**config.mk**
```make
export PLATFORM = sky130hd
export DESIGN_NAME = serial_word_tx
export DESIGN_NICKNAME = d
export VERILOG_FILES = /design/src/rtl/serial_pkg.sv /design/src/rtl/mod3_tracker.sv /design/src/rtl/serial_word_tx.sv
export SDC_FILE = /design/constraint.sdc
export NUM_CORES = 1
export LEC_CHECK = 0
export CORE_UTILIZATION = 30
export CTS_BUF_LIST = sky130_fd_sc_hd__clkbuf_16
export DETAILED_ROUTE_END_ITERATION = 7
export PLACE_DENSITY = 0.58
export RECOVER_POWER = 50
export SETUP_SLACK_MARGIN = 0.5
export SLEW_MARGIN = 20
export SYNTH_ARGS = -nofsm -noshare
export SYNTH_HDL_FRONTEND = slang
export SYNTH_HIERARCHICAL = 1
export SYNTH_SLANG_ARGS = --single-unit
```
**constraint.sdc**
```tcl
create_clock -name clk -period 2.5 [get_ports clk]
set_input_delay 0.375 -clock clk [delete_from_list [all_inputs] [get_ports clk]]
set_output_delay 0.375 -clock clk [all_outputs]
set_load 0.05 [all_outputs]
```
**src/rtl/serial_pkg.sv**
```systemverilog
// Shared types and mod-3 arithmetic for the serial word transmitter.
package serial_pkg;

  typedef enum logic [1:0] {
    IDLE  = 2'd0,
    SHIFT = 2'd1,
    GAP   = 2'd2
  } state_t;

  // (rem + bit*w) mod 3 with rem, w in 0..2
  function automatic logic [1:0] mod3_step(input logic [1:0] rem, input logic b,
                                           input logic [1:0] w);
    logic [2:0] s;
    s = {1'b0, rem} + (b ? {1'b0, w} : 3'd0);
    return (s >= 3'd3) ? 2'(s - 3'd3) : s[1:0];
  endfunction

endpackage

```
**src/rtl/mod3_tracker.sv**
```systemverilog
// Running remainder mod 3 of the bit stream sent so far, in either bit order.
module mod3_tracker
  import serial_pkg::*;
#(
  parameter bit MSB_FIRST = 1'b1
) (
  input  logic       clk,
  input  logic       reset,
  input  logic       x_bit,
  input  logic       bit_valid,
  input  logic       clear,
  output logic [1:0] rem_n,
  output logic       mul3
);

  logic [1:0] rem_q;
  logic [1:0] w_q;
  logic [1:0] rem_x2;

  always_comb begin
    // 2*rem mod 3 is rem stepped by itself
    rem_x2 = mod3_step(rem_q, 1'b1, rem_q);
    if (MSB_FIRST) begin
      rem_n = mod3_step(rem_x2, x_bit, 2'd1);
    end else begin
      rem_n = mod3_step(rem_q, x_bit, w_q);
    end
    mul3 = bit_valid & (rem_n == 2'd0);
  end

  always_ff @(posedge clk) begin
    if (reset || clear) begin
      rem_q <= 2'd0;
      w_q   <= 2'd1;
    end else if (bit_valid) begin
      rem_q <= rem_n;
      w_q   <= (w_q == 2'd1) ? 2'd2 : 2'd1;
    end
  end

endmodule

```
**src/rtl/serial_word_tx.sv**
```systemverilog
// Parallel-to-serial word transmitter with a running mod-3 reference output.
// Handshake: a word is taken at a posedge where load_valid & load_ready;
// load_ready is high only in IDLE and the word is not queued otherwise.
module serial_word_tx
  import serial_pkg::*;
#(
  parameter int unsigned WIDTH      = 16,
  parameter bit          MSB_FIRST  = 1'b1,
  parameter int unsigned GAP_CYCLES = 2
) (
  input  logic             clk,
  input  logic             reset,
  input  logic             load_valid,
  input  logic [WIDTH-1:0] load_data,
  output logic             load_ready,
  output logic             x,
  output logic             x_valid,
  output logic             last,
  output logic             mul3,
  output logic             done,
  output logic [1:0]       final_rem,
  output state_t           state_dbg
);

  localparam int CW = $clog2(WIDTH);
  localparam int GW = (GAP_CYCLES > 1) ? $clog2(GAP_CYCLES) : 1;
  localparam int unsigned GAP_LAST = (GAP_CYCLES > 0) ? GAP_CYCLES - 1 : 0;

  state_t           state_q, state_n;
  logic [WIDTH-1:0] sr_q;
  logic [CW-1:0]    cnt_q;
  logic [GW-1:0]    gap_q;
  logic             done_q;
  logic [1:0]       final_q;
  logic             take;
  logic             bit_last;
  logic [1:0]       rem_n;
  logic             mul3_w;

  assign take     = load_valid & load_ready;
  assign bit_last = (state_q == SHIFT) && (cnt_q == CW'(WIDTH - 1));

  always_ff @(posedge clk) begin
    if (reset) begin
      state_q <= IDLE;
    end else begin
      state_q <= state_n;
    end
  end

  always_comb begin
    state_n = state_q;
    unique case (state_q)
      IDLE:    if (take) state_n = SHIFT;
      SHIFT:   if (bit_last) state_n = (GAP_CYCLES == 0) ? IDLE : GAP;
      GAP:     if (gap_q == GW'(GAP_LAST)) state_n = IDLE;
      default: state_n = IDLE;
    endcase
  end

  always_comb begin
    load_ready = (state_q == IDLE);
    x_valid    = (state_q == SHIFT);
    last       = bit_last;
    x          = x_valid & (MSB_FIRST ? sr_q[WIDTH-1] : sr_q[0]);
    mul3       = mul3_w;
    done       = done_q;
    final_rem  = final_q;
    state_dbg  = state_q;
  end

  always_ff @(posedge clk) begin
    if (reset) begin
      sr_q    <= '0;
      cnt_q   <= '0;
      gap_q   <= '0;
      done_q  <= 1'b0;
      final_q <= 2'd0;
    end else begin
      if (take) begin
        sr_q  <= load_data;
        cnt_q <= '0;
      end else if (x_valid) begin
        sr_q  <= MSB_FIRST ? {sr_q[WIDTH-2:0], 1'b0} : {1'b0, sr_q[WIDTH-1:1]};
        cnt_q <= bit_last ? '0 : cnt_q + 1'b1;
      end
      if (bit_last) begin
        gap_q <= '0;
      end else if (state_q == GAP) begin
        gap_q <= gap_q + 1'b1;
      end
      done_q <= bit_last;
      if (bit_last) begin
        final_q <= rem_n;
      end
    end
  end

  mod3_tracker #(
    .MSB_FIRST(MSB_FIRST)
  ) u_mod3 (
    .clk      (clk),
    .reset    (reset),
    .x_bit    (x),
    .bit_valid(x_valid),
    .clear    (take),
    .rem_n    (rem_n),
    .mul3     (mul3_w)
  );

endmodule

```
==> summary by stage <==
CTS
In this run the number of H-tree levels came out at 1. The number of CTS-inserted buffers is 3. The cell at the root of the clock tree is sky130_fd_sc_hd__clkbuf_16. The buffer depth of the longest clock path is 2. The number of sinks handled by clock tree synthesis is 28. The clock transition at the registers of the reported paths is 0.07 ns. The CTS tree is built. The clock reaches the later pin of the worst-skew pair after 0.26 ns.

Final layout
The finished cells cover 1910 sq um. Of the cells placed in the final design, the portion with a size suffix greater than 1 is 0.228. After filler insertion, the fill cell instance count of the layout stands at 389.

The layout net count is 213. The area growth from synthesis to final layout is 43.8%. 0 antenna diodes ended up in the layout. The count of placed standard cells in the final layout, fillers left out is 239.

Global route
The wire length of the first global-routing pass is 5.68 mm. The via count of the first global-routing pass is 1287. The layer flagged by global routing as most heavily used is met2. The global-route met1 utilization is 0.185. The met3 usage is 0.0280. In the global route stage, met2 resource usage came out at 0.305.

The maximum number of pins on one net before global-route repair is 17. The all-layer global routing usage is 0.162. The global-route congestion overflow total is 0. The number of antenna violations at the first check in global routing is 0.

Min path
The class of the most critical hold timing path is flop to flop.

Synthesis
The combined area of all synthesized cells is 1330 sq um. In the post-synthesis netlist, the biggest area contributors are sky130_fd_sc_hd__dfxtp_1 42%, sky130_fd_sc_hd__nor2_1 6.5%, sky130_fd_sc_hd__a21oi_1 6.0%, sky130_fd_sc_hd__a211oi_1 5.6%, sky130_fd_sc_hd__o22ai_1 3.8%. A synthesized cell averages 8.64 sq um. In this run, synthesis produced a sequential element count of 28. The number of standard cells after synthesis is 154. The netlist uses 33 different library cells. The Yosys warning count is 6. The sequential share of the synthesized area is 0.421. When the netlist entered floorplanning its net count stood at 177. The most area-hungry cell type in the Yosys netlist is sky130_fd_sc_hd__dfxtp_1. Of the post-synthesis cell area, the dominant cell type holds 0.421.

Place
The routability congestion estimate from global placement is 0.726. Summed over all nets, the half-perimeter wirelength after detailed placement is 2.41 mm. The quantity of I/O buffers inserted on ports is 28. Once placement finished, the instance area stood at 1720 sq um.

The number of placed instances with taps included is 228.

Worst setup path
The critical path goes through nand2b_4, nor2_4, ha_4, fa_2, buf_6, xor2_4, nor3_4, buf_12. The largest single stage delay on the critical path is 0.36 ns. STA puts the critical path data arrival time at 2.08 ns. The number of buffer and inverter instances along the worst setup path is 2. In this run the worst path has a maximum fanout of 2. The critical path data required time is 2.12 ns. In this run the worst setup path begins at state_dbg[1]. The worst setup path endpoint is mul3. STA classifies the critical path startpoint as a flop. Counting cells, the worst reg-to-reg path comes to 10. Among all stages on the critical path, the largest delay is contributed by sky130_fd_sc_hd__fa_2.

The worst register-to-register path has a setup slack of 0.32 ns. The worst setup path is captured at a primary output. The critical register-to-register path endpoint is final_rem[0]. The launch point of the worst reg-to-reg path is state_dbg[1]. The depth of the critical timing path with buffers and inverters included is 8. On the critical path the largest part of the delay comes from adder cells. The worst setup path category is flop to primary output.

Floorplan
The area enclosed by the die boundary is 4700 sq um. The die extent in y is 68.6 um. For this configuration, the core starts out at a cell density of 0.323. The horizontal die dimension is 68.6 um.

Pin placement for this block handled 29 I/O pins. The core footprint is 4120 sq um. In this run the core area contains 23 standard-cell rows.

STA
Setup repair after global routing could not meet its margin everywhere. The worst path in the final design needs a cycle of 2.46 ns, including I/O delays and setup. The worst clock skew is 0.00334 ns. For the pin with the worst max-slew slack, the measured transition is 0.534 ns.

Dividing the final minimum period by the clock period gives 0.983. The number of endpoints with negative hold slack in the final report is 0. The worst pin sits at a relative slew slack of 0.644. For this run, the top clock speed supported by timing is 0.407 GHz. Setup violations remaining at the end of the flow were counted as 0. The number of max-slew violations in the final report is 0.

Drt
For this block, the via count after detailed routing is 1269. After detailed routing, the total wire length is 3.51 mm. The pre-antenna-repair detailed-routing pass consisted of 4 iterations. The remaining number of nets flagged by the antenna check after routing is 0.

The DRC violations left is 0. Dividing the detail-routed wire length by the instance count gives 14.7 um. For this block, the initial DRC count from the detailed router was 73. In the routed layout, each cell is associated on average with a via count of 5.31.

Run
Max-cap violations in this run came to 0.

Status
The run finished with clean final reports.

Pwr
For this design the static power due to leakage is 0.776 nW. In this run the power density over the cells is 609 nW/um^2. VDD sags by at most 0.398 mV.
[power breakdown]
group	switching [mW]	total, mW	internal [mW]
logic	0.119	0.227	0.108
clock network	0.161	0.440	0.279
registers	0.0212	0.497	0.476
total	0.301	1.16	0.863
[sequential cells by signal, indices dropped and copies added, names as in the netlist]
register / count
sr_q: 16
u_mod3/rem_q: 2
state_dbg: 2
final_rem: 2
done: 1
gap_q: 1
cnt_q: 4
[final cells by class]
class                      instances  area [sq um]  share of cell area
multi-input combinational        105           742               0.388
sequential                        28           571               0.298
timing repair buffer              41           397               0.207
clock buffer                       4           100              0.0523
tap                               50          62.6              0.0327
inverter                          11          41.3              0.0216
[cells in the final DEF (no fill, tap or decap), types with 3 or more instances in the layout]
cell type / synthesis / routed
sky130_fd_sc_hd__a211oi_1: 10 / 10
sky130_fd_sc_hd__a21oi_1: 16 / 15
sky130_fd_sc_hd__buf_4: 1 / 10
sky130_fd_sc_hd__clkbuf_16: 0 / 4
sky130_fd_sc_hd__clkdlybuf4s50_1: 0 / 19
sky130_fd_sc_hd__dfxtp_1: 28 / 24
sky130_fd_sc_hd__dlygate4sd2_1: 0 / 3
sky130_fd_sc_hd__inv_1: 10 / 9
sky130_fd_sc_hd__nand2_1: 5 / 5
sky130_fd_sc_hd__nor2_1: 23 / 22
sky130_fd_sc_hd__o21ai_0: 6 / 6
sky130_fd_sc_hd__o22ai_1: 8 / 8
sky130_fd_sc_hd__or3_1: 4 / 4
[worst min-delay path by stage]
| stage | start | endpoint | slack, ns | depth (start not counted) |
|---|---|---|---|---|
| finish | sr_q[0] | sr_q[0] | 0.47 | 2 |
| global route | sr_q[0] | sr_q[0] | 0.49 | 2 |
| CTS | sr_q[0] | sr_q[0] | 0.47 | 2 |
| detailed placement | sr_q[0] | sr_q[0] | 0.46 | 2 |
| global placement | final_rem[1] | final_rem[1] | 0.46 | 2 |
| floorplan | sr_q[0] | sr_q[0] | 0.45 | 2 |
[what timing repair did]
| item | 4_1_cts | 5_1_grt |
|---|---|---|
| gates resized for setup | 18 | 3 |
| endpoints found under the setup margin | 8 | 5 |
| hold buffers | 0 | 0 |
| pin swaps | 6 | 3 |
| buffers inserted | 6 | 1 |
| endpoints found under the hold margin | 0 | 0 |
[cells by family after synthesis]
group                      Yosys count  share of synthesized area
and+or+nand+nor                     46                      0.170
buffers and inverters               21                     0.0724
DFF                                 28                      0.421
muxes                                1                     0.0113
AOI/OAI and AO/OA                   52                      0.268
xor gates and xnor gates             2                     0.0132
adders and majority gates            4                     0.0433
[metal layers]
metal,share of wire,wire length (um)
met5,0,0
met4,0.0097,34
met3,0.032,112
met2,0.52,1840
met1,0.43,1530
[worst reg2reg max path, stage by stage (launching register included)]
cell and delay [ns]:
sky130_fd_sc_hd__dfxtp_4 0.34, sky130_fd_sc_hd__nand2b_4 0.15, sky130_fd_sc_hd__nor2_4 0.11, sky130_fd_sc_hd__ha_4 0.21
sky130_fd_sc_hd__fa_2 0.36, sky130_fd_sc_hd__buf_6 0.14, sky130_fd_sc_hd__xor2_4 0.17, sky130_fd_sc_hd__buf_6 0.13
sky130_fd_sc_hd__inv_2 0.02, sky130_fd_sc_hd__or3_1 0.34, sky130_fd_sc_hd__a21oi_1 0.14
[stage by stage]
step	worst slack (ns)	utilization	setup TNS, ns	hold slack, ns	power (mW)
floorplan	-0.317	-	-0.346	0.448	0.644
global placement	0.257	0.418	0	0.463	0.713
detailed placement	0.229	0.418	0	0.462	0.720
CTS	-0.00884	0.463	-0.00884	0.473	1.17
global route	-0.00643	0.465	-0.00643	0.488	1.21
finish	0.0429	0.465	0	0.472	1.16
[cells in the mapped netlist]
library cell and number:
sky130_fd_sc_hd__dfxtp_1 28, sky130_fd_sc_hd__nor2_1 23, sky130_fd_sc_hd__a21oi_1 16, sky130_fd_sc_hd__a211oi_1 10
sky130_fd_sc_hd__inv_1 10, sky130_fd_sc_hd__o22ai_1 8, sky130_fd_sc_hd__o21ai_0 6, sky130_fd_sc_hd__buf_2 5
sky130_fd_sc_hd__nand2_1 5, sky130_fd_sc_hd__or3_1 4, sky130_fd_sc_hd__ha_1 3, sky130_fd_sc_hd__nand2b_1 3
sky130_fd_sc_hd__or2_2 3, sky130_fd_sc_hd__a211oi_2 2, sky130_fd_sc_hd__clkbuf_1 2, sky130_fd_sc_hd__nand3_1 2
sky130_fd_sc_hd__nand3b_1 2, sky130_fd_sc_hd__o211a_1 2, sky130_fd_sc_hd__o221a_2 2, sky130_fd_sc_hd__o221ai_1 2
sky130_fd_sc_hd__o2bb2ai_1 2, sky130_fd_sc_hd__or3b_2 2, sky130_fd_sc_hd__xor2_1 2, sky130_fd_sc_hd__a311oi_1 1
sky130_fd_sc_hd__buf_1 1, sky130_fd_sc_hd__buf_4 1, sky130_fd_sc_hd__buf_6 1, sky130_fd_sc_hd__fa_1 1
sky130_fd_sc_hd__inv_2 1, sky130_fd_sc_hd__mux2_4 1, sky130_fd_sc_hd__nor3_1 1, sky130_fd_sc_hd__o21ba_2 1
sky130_fd_sc_hd__or3b_4 1
No activity file was read; power rests on OpenSTA's default activity.
